===== src/rtl/keypad_pkg.sv =====
// -----------------------------------------------------------------------------
// keypad_pkg
// Definitions shared by the keypad scanner and the keypad reader:
//   - row drive and column one-hot-low codes
//   - debounce FSM state encodings
//   - default debounce depth in scan frames
//   - helpers that decode a one-hot-low nibble
// -----------------------------------------------------------------------------
package keypad_pkg;

   localparam int unsigned DEB_FRAMES_DEFAULT = 3;

   // Row drive codes (active-low one-hot); ROW_IDLE means no row is driven
   localparam logic [3:0] ROW0_SCAN = 4'b1110;
   localparam logic [3:0] ROW1_SCAN = 4'b1101;
   localparam logic [3:0] ROW2_SCAN = 4'b1011;
   localparam logic [3:0] ROW3_SCAN = 4'b0111;
   localparam logic [3:0] ROW_IDLE  = 4'b1111;

   // Column codes (active-low, pulled high)
   localparam logic [3:0] COL0_HIT  = 4'b1110;
   localparam logic [3:0] COL1_HIT  = 4'b1101;
   localparam logic [3:0] COL2_HIT  = 4'b1011;
   localparam logic [3:0] COL3_HIT  = 4'b0111;
   localparam logic [3:0] COL_IDLE  = 4'b1111;

   // Debounce FSM state encodings
   localparam logic [1:0] ST_IDLE     = 2'd0;
   localparam logic [1:0] ST_DEBOUNCE = 2'd1;
   localparam logic [1:0] ST_PRESSED  = 2'd2;
   localparam logic [1:0] ST_RELEASE  = 2'd3;

   // True when exactly one bit of v is low
   function automatic logic is_onehot_low(input logic [3:0] v);
      logic r;
      case (v)
         4'b1110, 4'b1101, 4'b1011, 4'b0111: r = 1'b1;
         default:                            r = 1'b0;
      endcase
      return r;
   endfunction

   // Index of the low bit of a one-hot-low nibble (0 when not one-hot-low)
   function automatic logic [1:0] onehot_low_idx(input logic [3:0] v);
      logic [1:0] r;
      case (v)
         4'b1101: r = 2'd1;
         4'b1011: r = 2'd2;
         4'b0111: r = 2'd3;
         default: r = 2'd0;
      endcase
      return r;
   endfunction

endpackage


===== src/rtl/keypad_reader_frame.sv =====
// -----------------------------------------------------------------------------
// keypad_frame
// Accumulates the column samples of one row3..row0..row3 scan frame and
// reports the frame result when the row3 sample arrives.
//   clk, rst_n   system clock, asynchronous active-low reset
//   row_scan     active-low one-hot row drive
//   cnt_end      scan-step strobe; row_scan/col_in valid when high
//   col_in       active-low columns
//   frame_done   high in the cycle of the valid row3 sample
//   frame_hit    with frame_done: exactly one key seen in the frame
//   frame_key    code row*4+col of that key
// Frame outputs are combinational from the accumulator plus the current
// sample, so the caller's registers land one clock after the deciding sample.
// -----------------------------------------------------------------------------
module keypad_frame
   import keypad_pkg::*;
(
   input  logic       clk,
   input  logic       rst_n,
   input  logic [3:0] row_scan,
   input  logic       cnt_end,
   input  logic [3:0] col_in,
   output logic       frame_done,
   output logic       frame_hit,
   output logic [3:0] frame_key
);

   logic       acc_hit;
   logic       acc_multi;
   logic [3:0] acc_key;

   logic       sample_ok;
   logic       col_hit;
   logic       col_multi;
   logic [3:0] smp_key;
   logic       nx_hit;
   logic       nx_multi;
   logic [3:0] nx_key;

   always_comb begin
      sample_ok = cnt_end & is_onehot_low(row_scan);
      col_hit   = is_onehot_low(col_in);
      col_multi = ~col_hit & (col_in != COL_IDLE);
      smp_key   = {onehot_low_idx(row_scan), onehot_low_idx(col_in)};

      // A second hit only counts as ghosting if it names a different key,
      // so a row sampled twice with the same key stays a single hit.
      nx_multi  = acc_multi | col_multi | (acc_hit & col_hit & (smp_key != acc_key));
      nx_hit    = acc_hit | col_hit;
      nx_key    = col_hit ? smp_key : acc_key;

      frame_done = sample_ok & (row_scan == ROW3_SCAN);
      frame_hit  = frame_done & nx_hit & ~nx_multi;
      frame_key  = nx_key;
   end

   always_ff @(posedge clk or negedge rst_n) begin
      if (!rst_n) begin
         acc_hit   <= 1'b0;
         acc_multi <= 1'b0;
         acc_key   <= '0;
      end else if (sample_ok) begin
         if (frame_done) begin
            acc_hit   <= 1'b0;
            acc_multi <= 1'b0;
            acc_key   <= '0;
         end else begin
            acc_hit   <= nx_hit;
            acc_multi <= nx_multi;
            acc_key   <= nx_key;
         end
      end
   end

endmodule


===== src/rtl/keypad_reader.sv =====
// -----------------------------------------------------------------------------
// keypad_reader
// Debounced 4x4 keypad reader: frame results from keypad_frame drive a
// press/release debounce FSM with registered outputs.
//   DEB_FRAMES   identical frames needed to accept a press or release (2..15)
//   clk, rst_n   system clock, asynchronous active-low reset
//   row_scan     active-low one-hot row drive from the scanner
//   cnt_end      scan-step strobe
//   col_in       active-low keypad columns
//   key_code     code of the last accepted key (row*4+col)
//   key_valid    one-cycle pulse on press acceptance
//   key_down     level, high while an accepted key is held
//   key_release  one-cycle pulse on release acceptance
// -----------------------------------------------------------------------------
module keypad_reader
   import keypad_pkg::*;
#(
   parameter int unsigned DEB_FRAMES = DEB_FRAMES_DEFAULT
)(
   input  logic       clk,
   input  logic       rst_n,
   input  logic [3:0] row_scan,
   input  logic       cnt_end,
   input  logic [3:0] col_in,
   output logic [3:0] key_code,
   output logic       key_valid,
   output logic       key_down,
   output logic       key_release
);

   localparam logic [3:0] DEB_LIM = 4'(DEB_FRAMES);

   logic       frame_done;
   logic       frame_hit;
   logic [3:0] frame_key;

   logic [1:0] state;
   logic [3:0] cand;
   logic [3:0] cnt;
   logic [3:0] cnt_inc;

   keypad_frame u_frame (
      .clk        (clk),
      .rst_n      (rst_n),
      .row_scan   (row_scan),
      .cnt_end    (cnt_end),
      .col_in     (col_in),
      .frame_done (frame_done),
      .frame_hit  (frame_hit),
      .frame_key  (frame_key)
   );

   always_comb cnt_inc = cnt + 4'd1;

   always_ff @(posedge clk or negedge rst_n) begin
      if (!rst_n) begin
         state       <= ST_IDLE;
         cand        <= '0;
         cnt         <= '0;
         key_code    <= '0;
         key_valid   <= 1'b0;
         key_down    <= 1'b0;
         key_release <= 1'b0;
      end else begin
         key_valid   <= 1'b0;
         key_release <= 1'b0;
         if (frame_done) begin
            case (state)
               ST_IDLE: begin
                  if (frame_hit) begin
                     state <= ST_DEBOUNCE;
                     cand  <= frame_key;
                     cnt   <= 4'd1;
                  end
               end
               ST_DEBOUNCE: begin
                  if (!frame_hit) begin
                     state <= ST_IDLE;
                     cnt   <= '0;
                  end else if (frame_key != cand) begin
                     cand <= frame_key;
                     cnt  <= 4'd1;
                  end else if (cnt_inc == DEB_LIM) begin
                     state     <= ST_PRESSED;
                     cnt       <= '0;
                     key_code  <= cand;
                     key_valid <= 1'b1;
                     key_down  <= 1'b1;
                  end else begin
                     cnt <= cnt_inc;
                  end
               end
               ST_PRESSED: begin
                  // Any key frame keeps the held key; no roll-over.
                  if (!frame_hit) begin
                     state <= ST_RELEASE;
                     cnt   <= 4'd1;
                  end
               end
               ST_RELEASE: begin
                  if (frame_hit) begin
                     state <= ST_PRESSED;
                     cnt   <= '0;
                  end else if (cnt_inc == DEB_LIM) begin
                     state       <= ST_IDLE;
                     cnt         <= '0;
                     key_release <= 1'b1;
                     key_down    <= 1'b0;
                  end else begin
                     cnt <= cnt_inc;
                  end
               end
               default: state <= ST_IDLE;
            endcase
         end
      end
   end

endmodule


===== config.mk =====
export PLATFORM = sky130hd
export DESIGN_NAME = keypad_reader
export DESIGN_NICKNAME = d
export VERILOG_FILES = /design/src/rtl/keypad_pkg.sv /design/src/rtl/keypad_reader_frame.sv /design/src/rtl/keypad_reader.sv
export SDC_FILE = /design/constraint.sdc
export NUM_CORES = 1
export LEC_CHECK = 0
export CAP_MARGIN = 10
export CORE_MARGIN = 2
export CORE_UTILIZATION = 45
export CTS_CLUSTER_DIAMETER = 80
export DETAILED_ROUTE_END_ITERATION = 8
export PLACE_DENSITY_LB_ADDON = 0.1
export SETUP_SLACK_MARGIN = 0.1
export SYNTH_ARGS = -nofsm -noshare
export SYNTH_HDL_FRONTEND = slang
export SYNTH_SLANG_ARGS = --single-unit

===== constraint.sdc =====
create_clock -name clk -period 1.87 [get_ports clk]
set_input_delay 0.374 -clock clk [delete_from_list [all_inputs] [get_ports clk]]
set_output_delay 0.374 -clock clk [all_outputs]
set_load 0.01 [all_outputs]

# --- Word-level counts from Yosys, hierarchy flattened ---
# Index checks and enable logic that the tools add are counted.
word_totals:
  regBits: 23
  elab_cells: 101
classes:
  addsub: 1
  eq_ne: 26
  mux: 41
  n_bitwise: 13
  n_reduce_logical: 10
op_table:
  columns: ["cell", "n"]
  rows:
  - ["$mux 4", 11]
  - ["$eq 4x4->1 const B", 6]
  - ["$mux 1", 17]
  - ["$ne 2x2->1 const B", 8]
  - ["$pmux 4 s4", 1]
  - ["$mux 2", 7]
  - ["$pmux 2 s3", 2]
  - ["$reduce_and 5->1", 2]
  - ["$ne 3x3->1 const B", 3]
  - ["$eq 4x3->1 const B", 2]
  - ["$ne 4x4->1", 2]
  - ["$pmux 2 s4", 1]
  - ["$pmux 4 s2", 1]
  - ["$reduce_or 4->1", 2]
  - ["$and 1x1->1", 7]
  - ["$reduce_and 7->1", 1]
  - ["$reduce_and 6->1", 1]
  - ["$add 4x1->4 const B", 1]
  - ["$eq 2x2->1 const B", 2]
  - ["$eq 4x2->1 const B", 1]
  - ["$ne 4x4->1 const B", 1]
  - ["$reduce_bool 2->1", 2]
  - ["$not 1->1", 3]
  - ["$or 1x1->1", 3]
  - ["other kinds (4)", 4]

# --- Logic depth before layout (Yosys ltp) ---
depth:
  depth_word: 12
  ltp_mapped: 9
  depth_no_buf: 8

# --- Cells and area by module ---
# From an unflattened synthesis, not the netlist that was laid out.
hier_totals:
  hier_cells: 156
  hier_area_um2: 1579.0
modules_own_cells:
  columns: ["module", "instances", "cells_per_inst", "area_per_inst_um2"]
  rows:
  - ["keypad_reader", 1, 74, 892.1]
  - ["keypad_frame", 1, 82, 686.9]

# --- Worst setup path after synthesis ---
# No wires, ideal clock.
synth_path:
  path_type: "input to register"
  from: "in col_in[2]"
  to: "reg key_code[0]"
  arrival_ns: 2.149
  slack_ns: -0.404
  stages: 9
  cell_sequence: "buf_4 -> xnor2_2 -> o211ai_2 -> mux2i_1 -> xnor2_1 -> and4b_1 -> and2_4 -> nand2_4 -> mux2_4"
synth_via:
  elab_chain_len: 10
  word_cells_on_any_way: 23
synth_lines:
  columns: ["item", "line", "text"]
  rows:
  - ["from (decl)", "keypad_reader.sv:24", "input logic [3:0] col_in,"]
  - ["$eq 4x4->1 (tied with other cells)", "keypad_pkg.sv:36", "case (v)"]
  - ["$reduce_or 4->1", "keypad_pkg.sv:36", null]
  - ["$mux 1", "keypad_pkg.sv:36", null]
  - ["$not 1->1", "keypad_reader_frame.sv:43", "col_multi = ~col_hit & (col_in != COL_IDLE);"]
  - ["$and 1x1->1", "keypad_reader_frame.sv:43", null]
  - ["$or 1x1->1 (2 in a row)", "keypad_reader_frame.sv:48", "nx_multi = acc_multi | col_multi | (acc_hit & col_hit & (smp_key != acc_key));"]
  - ["$not 1->1", "keypad_reader_frame.sv:53", "frame_hit = frame_done & nx_hit & ~nx_multi;"]
  - ["$and 1x1->1", "keypad_reader_frame.sv:53", null]
  - ["$reduce_and 5->1 (no line) (*)", null, null]
  - ["to (signal assigned)", "keypad_reader.sv:86", "key_code <= cand;"]
  - ["to (decl)", "keypad_reader.sv:25", "output logic [3:0] key_code,"]
# Mark *: on every way between the ends. The rest lies on a longest branch, timed or not.
# A chain may end at the register's enable or synchronous reset.

# --- Final worst setup path ---
layout_path:
  from: "in row_scan[2]"
  to: "reg cnt[2]"
layout_via:
  elab_chain_len: 9
  word_cells_on_any_way: 24
layout_lines:
  columns: ["item", "line", "text"]
  rows:
  - ["from (decl)", "keypad_reader.sv:22", "input logic [3:0] row_scan,"]
  - ["$eq 4x3->1 (tied with other cells)", "keypad_pkg.sv:36, keypad_pkg.sv:46, keypad_reader_frame.sv:52", null]
  - ["$pmux 2 s3 / $reduce_or 4->1 (equally long branches)", "keypad_pkg.sv:46, keypad_pkg.sv:36", null]
  - ["$ne 4x4->1 / $mux 1 (equally long branches)", "keypad_reader_frame.sv:48, keypad_pkg.sv:36", null]
  - ["$and 1x1->1 (on tied branches)", "keypad_reader_frame.sv:48, keypad_reader_frame.sv:41", null]
  - ["$or 1x1->1 / $and 1x1->1 (equally long branches)", "keypad_reader_frame.sv:48, keypad_reader_frame.sv:52", null]
  - ["$not 1->1 / $and 1x1->1 (equally long branches)", "keypad_reader_frame.sv:53", null]
  - ["$and 1x1->1", "keypad_reader_frame.sv:53", null]
  - ["$mux 4 (tied with other cells)", "keypad_reader.sv:101", "if (frame_hit) begin"]
  - ["$pmux 4 s4 / $reduce_and 3->1 (equally long branches)", null, null]
  - ["to (signal assigned)", "keypad_reader.sv:90", "cnt <= cnt_inc;"]
  - ["to (signal assigned)", "keypad_reader.sv:110", "cnt <= cnt_inc;"]
  - ["to (decl)", "keypad_reader.sv:39", "logic [3:0] cnt;"]
# Several ways; a longest one is shown, not always the timed one.

==> impl_metrics.toml <==
[cells_and_area]
post-route-util_pct = 70.3
num_antenna_cells = 0
stdcell_area_um2 = 2530
fillers = 274
drive_above_1_share_pct = 47.4
regArea_um2 = 578
syn2layout_area_growth_pct = 51.6
multiInputGateArea_um2 = 1210
nets = 261

[power_and_ir_drop]
p_seq_share_pct = 40.8
power_density_nw_per_um2 = 604
clock_power_share_pct = 21.7
combPwrFrac_pct = 37.4
ir_drop_uv = 372
p_sw_share_pct = 33.4
power_leakage_nw = 1.18
p_int_w = 0.00102
switching_power_w = 0.000511

[drt]
routed_wirelength_um = 4190
route.detailed.drc = 0
num_vias = 1593
detail-route-antenna-nets = 0
wl_per_cell_um = 14.2
drt_iter0_markers = 59
first_pass_iters = 4
post_drt_via_cell_ratio = 5.40

[timing]
layout_min_cycle_time_ps = 2100
final.setup.worst_slack_ps = -233
finalMaxSlewViolations = 0
finalSetupViolCount = 15
skew_ps = 1.94
tns_ps = -2180
fin_crit_sh_pct = 112
final_hold_viol_count = 0
worst_hold_slack_ps = 444
worstMarginPinSlew_ps = 360
slew_headroom_pct = 75.8
max_freq_ghz = 0.476
rsz0062_at_grt = "yes"

[logic_synthesis]
syn_avg_cell_area_um2 = 9.39
yosys_register_bits = 23
synth_edf_count = 0
synth-main-ff-cell = "dfrtp_1"
ys_seq_area_share_pct = 34.4
yosys_warnings = 0
synth_top_area_share_pct = 34.4
netlist_instances = 178
ys_top_cells_by_count = "dfrtp_1 (23), nand2_1 (16), nor2_1 (13), a21oi_1 (10), o21ai_0 (8)"
synth_area_leaders = "dfrtp_1 (34%), mux2_4 (4.5%), xor2_1 (3.7%), nand2_1 (3.6%), a21oi_1 (3.0%)"
synth.distinct_cells = 55
syn_area_um2 = 1670
yosysMostFrequentCell = "dfrtp_1"
synth_largest_area_cell = "dfrtp_1"
ys_async_sr_fraction_pct = 100
synth_nets = 191

[clock_network]
insertion_delay_ps = 280
clk_pin_slew_worst_paths_ps = 90
cts_sinks = 23
clock_path_buffers = 2
htree_levels = 1
root_buffer = "clkbuf_8"
numCtsBuffers = 3
postCtsHoldBufs = 0
tritoncts = "yes"

[critical_path]
crit_slowest_cell = "nor4_4"
critPathArrivalTime_ps = 2330
path_delay_family = "simple AND/OR/NAND/NOR gates"
crit_chain = "buf_12, xor2_1, and3_4, xor2_4, nor4_4, buf_4, o211ai_4, mux2_4, buf_4, a21oi_2, a21o_1"
critPathKind = "input port to flop"
worst_setup_path_end_kind = "flop"
slowest_delay_ps = 390
path_max_fanout = 5
required_ps = 2090
crit_buf_inv = 3
cpMostUsedCell = "buf_4"
startpoint_type = "input port"

[grt]
grt_usage_pct = 20.1
grt_max_degree = 24
antenna_found_initial = 0
grt_overflow = 0
grt_pass1_vias = 1553
grt_pass1_wl_um = 6700

[floorplanning]
die_area_um2 = 4220
num_rows = 22
die_h_um = 65.0
die_w_um = 65.0
core_um2 = 3610
initial_core_util_pct = 46.4
ios = 18

[job]
max-cap-violations = 0

[worst_hold_path]
min_path_type = "input port to asynchronous set/reset pin"

[place]
placed_area_um2 = 2240
pre_cts_slack_ps = -957
io_buffers = 17
dpl.hpwl_um = 3090
gp_routability_congestion = 0.820

[run_status]
violations = "setup timing"
status = "finished, violations left"
[cell families after synthesis]
group | synth area share, %
buf+inv | 4.04
compound gates | 18.5
xor+xnor | 7.26
flops | 34.4
fa+ha+maj | 1.50
simple gates | 26.0
mux | 8.31
[metal layers]
layer / track usage, % / share of wire [%] / up-vias
met5: 0 / 0 / -
met4: 6.38 / 0.81 / 0
met3: 1.04 / 2.6 / 3
met2: 38.1 / 54 / 31
met1: 24.1 / 43 / 783
li1: - / - / 776
[sequential cells by signal, summed over array words and instances (netlist names), named ones only]
name               count
u_frame.acc_multi      1
key_down               1
key_code               4
key_valid              1
cand                   4
cnt                    4
u_frame.acc_key        4
state                  1
u_frame.acc_hit        1
key_release            1
[final cells by class]
| type | instances | area share (%) |
|---|---|---|
| clock buffer | 3 | 1.63 |
| clock inverter | 1 | 0.198 |
| inverter | 6 | 0.889 |
| multi-input combinational | 142 | 47.9 |
| sequential | 23 | 22.8 |
| tap | 48 | 2.37 |
| timing repair buffer | 72 | 24.2 |
[power by group through the flow]
stage / clock, W / combinational (W) / sequential, W
after detailed placement: 0 / 0.000467 / 0.000631
after global placement: 0 / 0.000449 / 0.000625
final: 0.000333 / 0.000573 / 0.000625
after global routing: 0.000355 / 0.000618 / 0.000633
after floorplan: 0 / 0.000291 / 0.000617
after CTS: 0.000335 / 0.000510 / 0.000622
[stage by stage]
stage / instances / power (W)
5_1_grt: 295 / 0.00161
3_3_place_gp: 277 / 0.00107
4_1_cts: 288 / 0.00147
2_1_floorplan: 178 / 0.000909
6_report: 295 / 0.00153
3_5_place_dp: 277 / 0.00110
[worst paths after layout]
kind,startpoint,to,slack (ps),depth (start not counted)
setup / recovery,row_scan[2],cnt[2],-230,11
min in group clk,key_code[1],key_code[1],520,1
setup reg to reg,u_frame.acc_key[2],cnt[2],-200,8
max in group asynchronous,rst_n,u_frame.acc_key[1],1170,2
hold reg to reg,key_code[1],key_code[1],520,1
hold / removal,rst_n,cnt[2],440,2
[cell usage in the layout, fill, tap and decap left out, types with 4 or more instances in the layout]
master | netlist | layout
a21oi_1 | 10 | 6
buf_6 | 1 | 6
o21ai_0 | 8 | 6
nor3_1 | 5 | 4
a22o_1 | 5 | 5
inv_1 | 6 | 5
nand3_1 | 5 | 4
xnor2_2 | 1 | 4
nand2_1 | 16 | 13
dfrtp_1 | 23 | 21
nand4b_1 | 5 | 5
a21oi_2 | 1 | 5
nor2_1 | 13 | 12
buf_4 | 2 | 54
clkdlybuf4s50_1 | 0 | 9
and3_1 | 5 | 4
mux2_4 | 5 | 8
[repair_timing]
action                                  4_1_cts  5_1_grt
gates resized for setup                      48       35
pin swaps                                    11       16
setup buffers                                 7       10
gates cloned                                  0        0
endpoints found under the setup margin       18       18
Note: power is estimated with default switching activity, not from simulation.
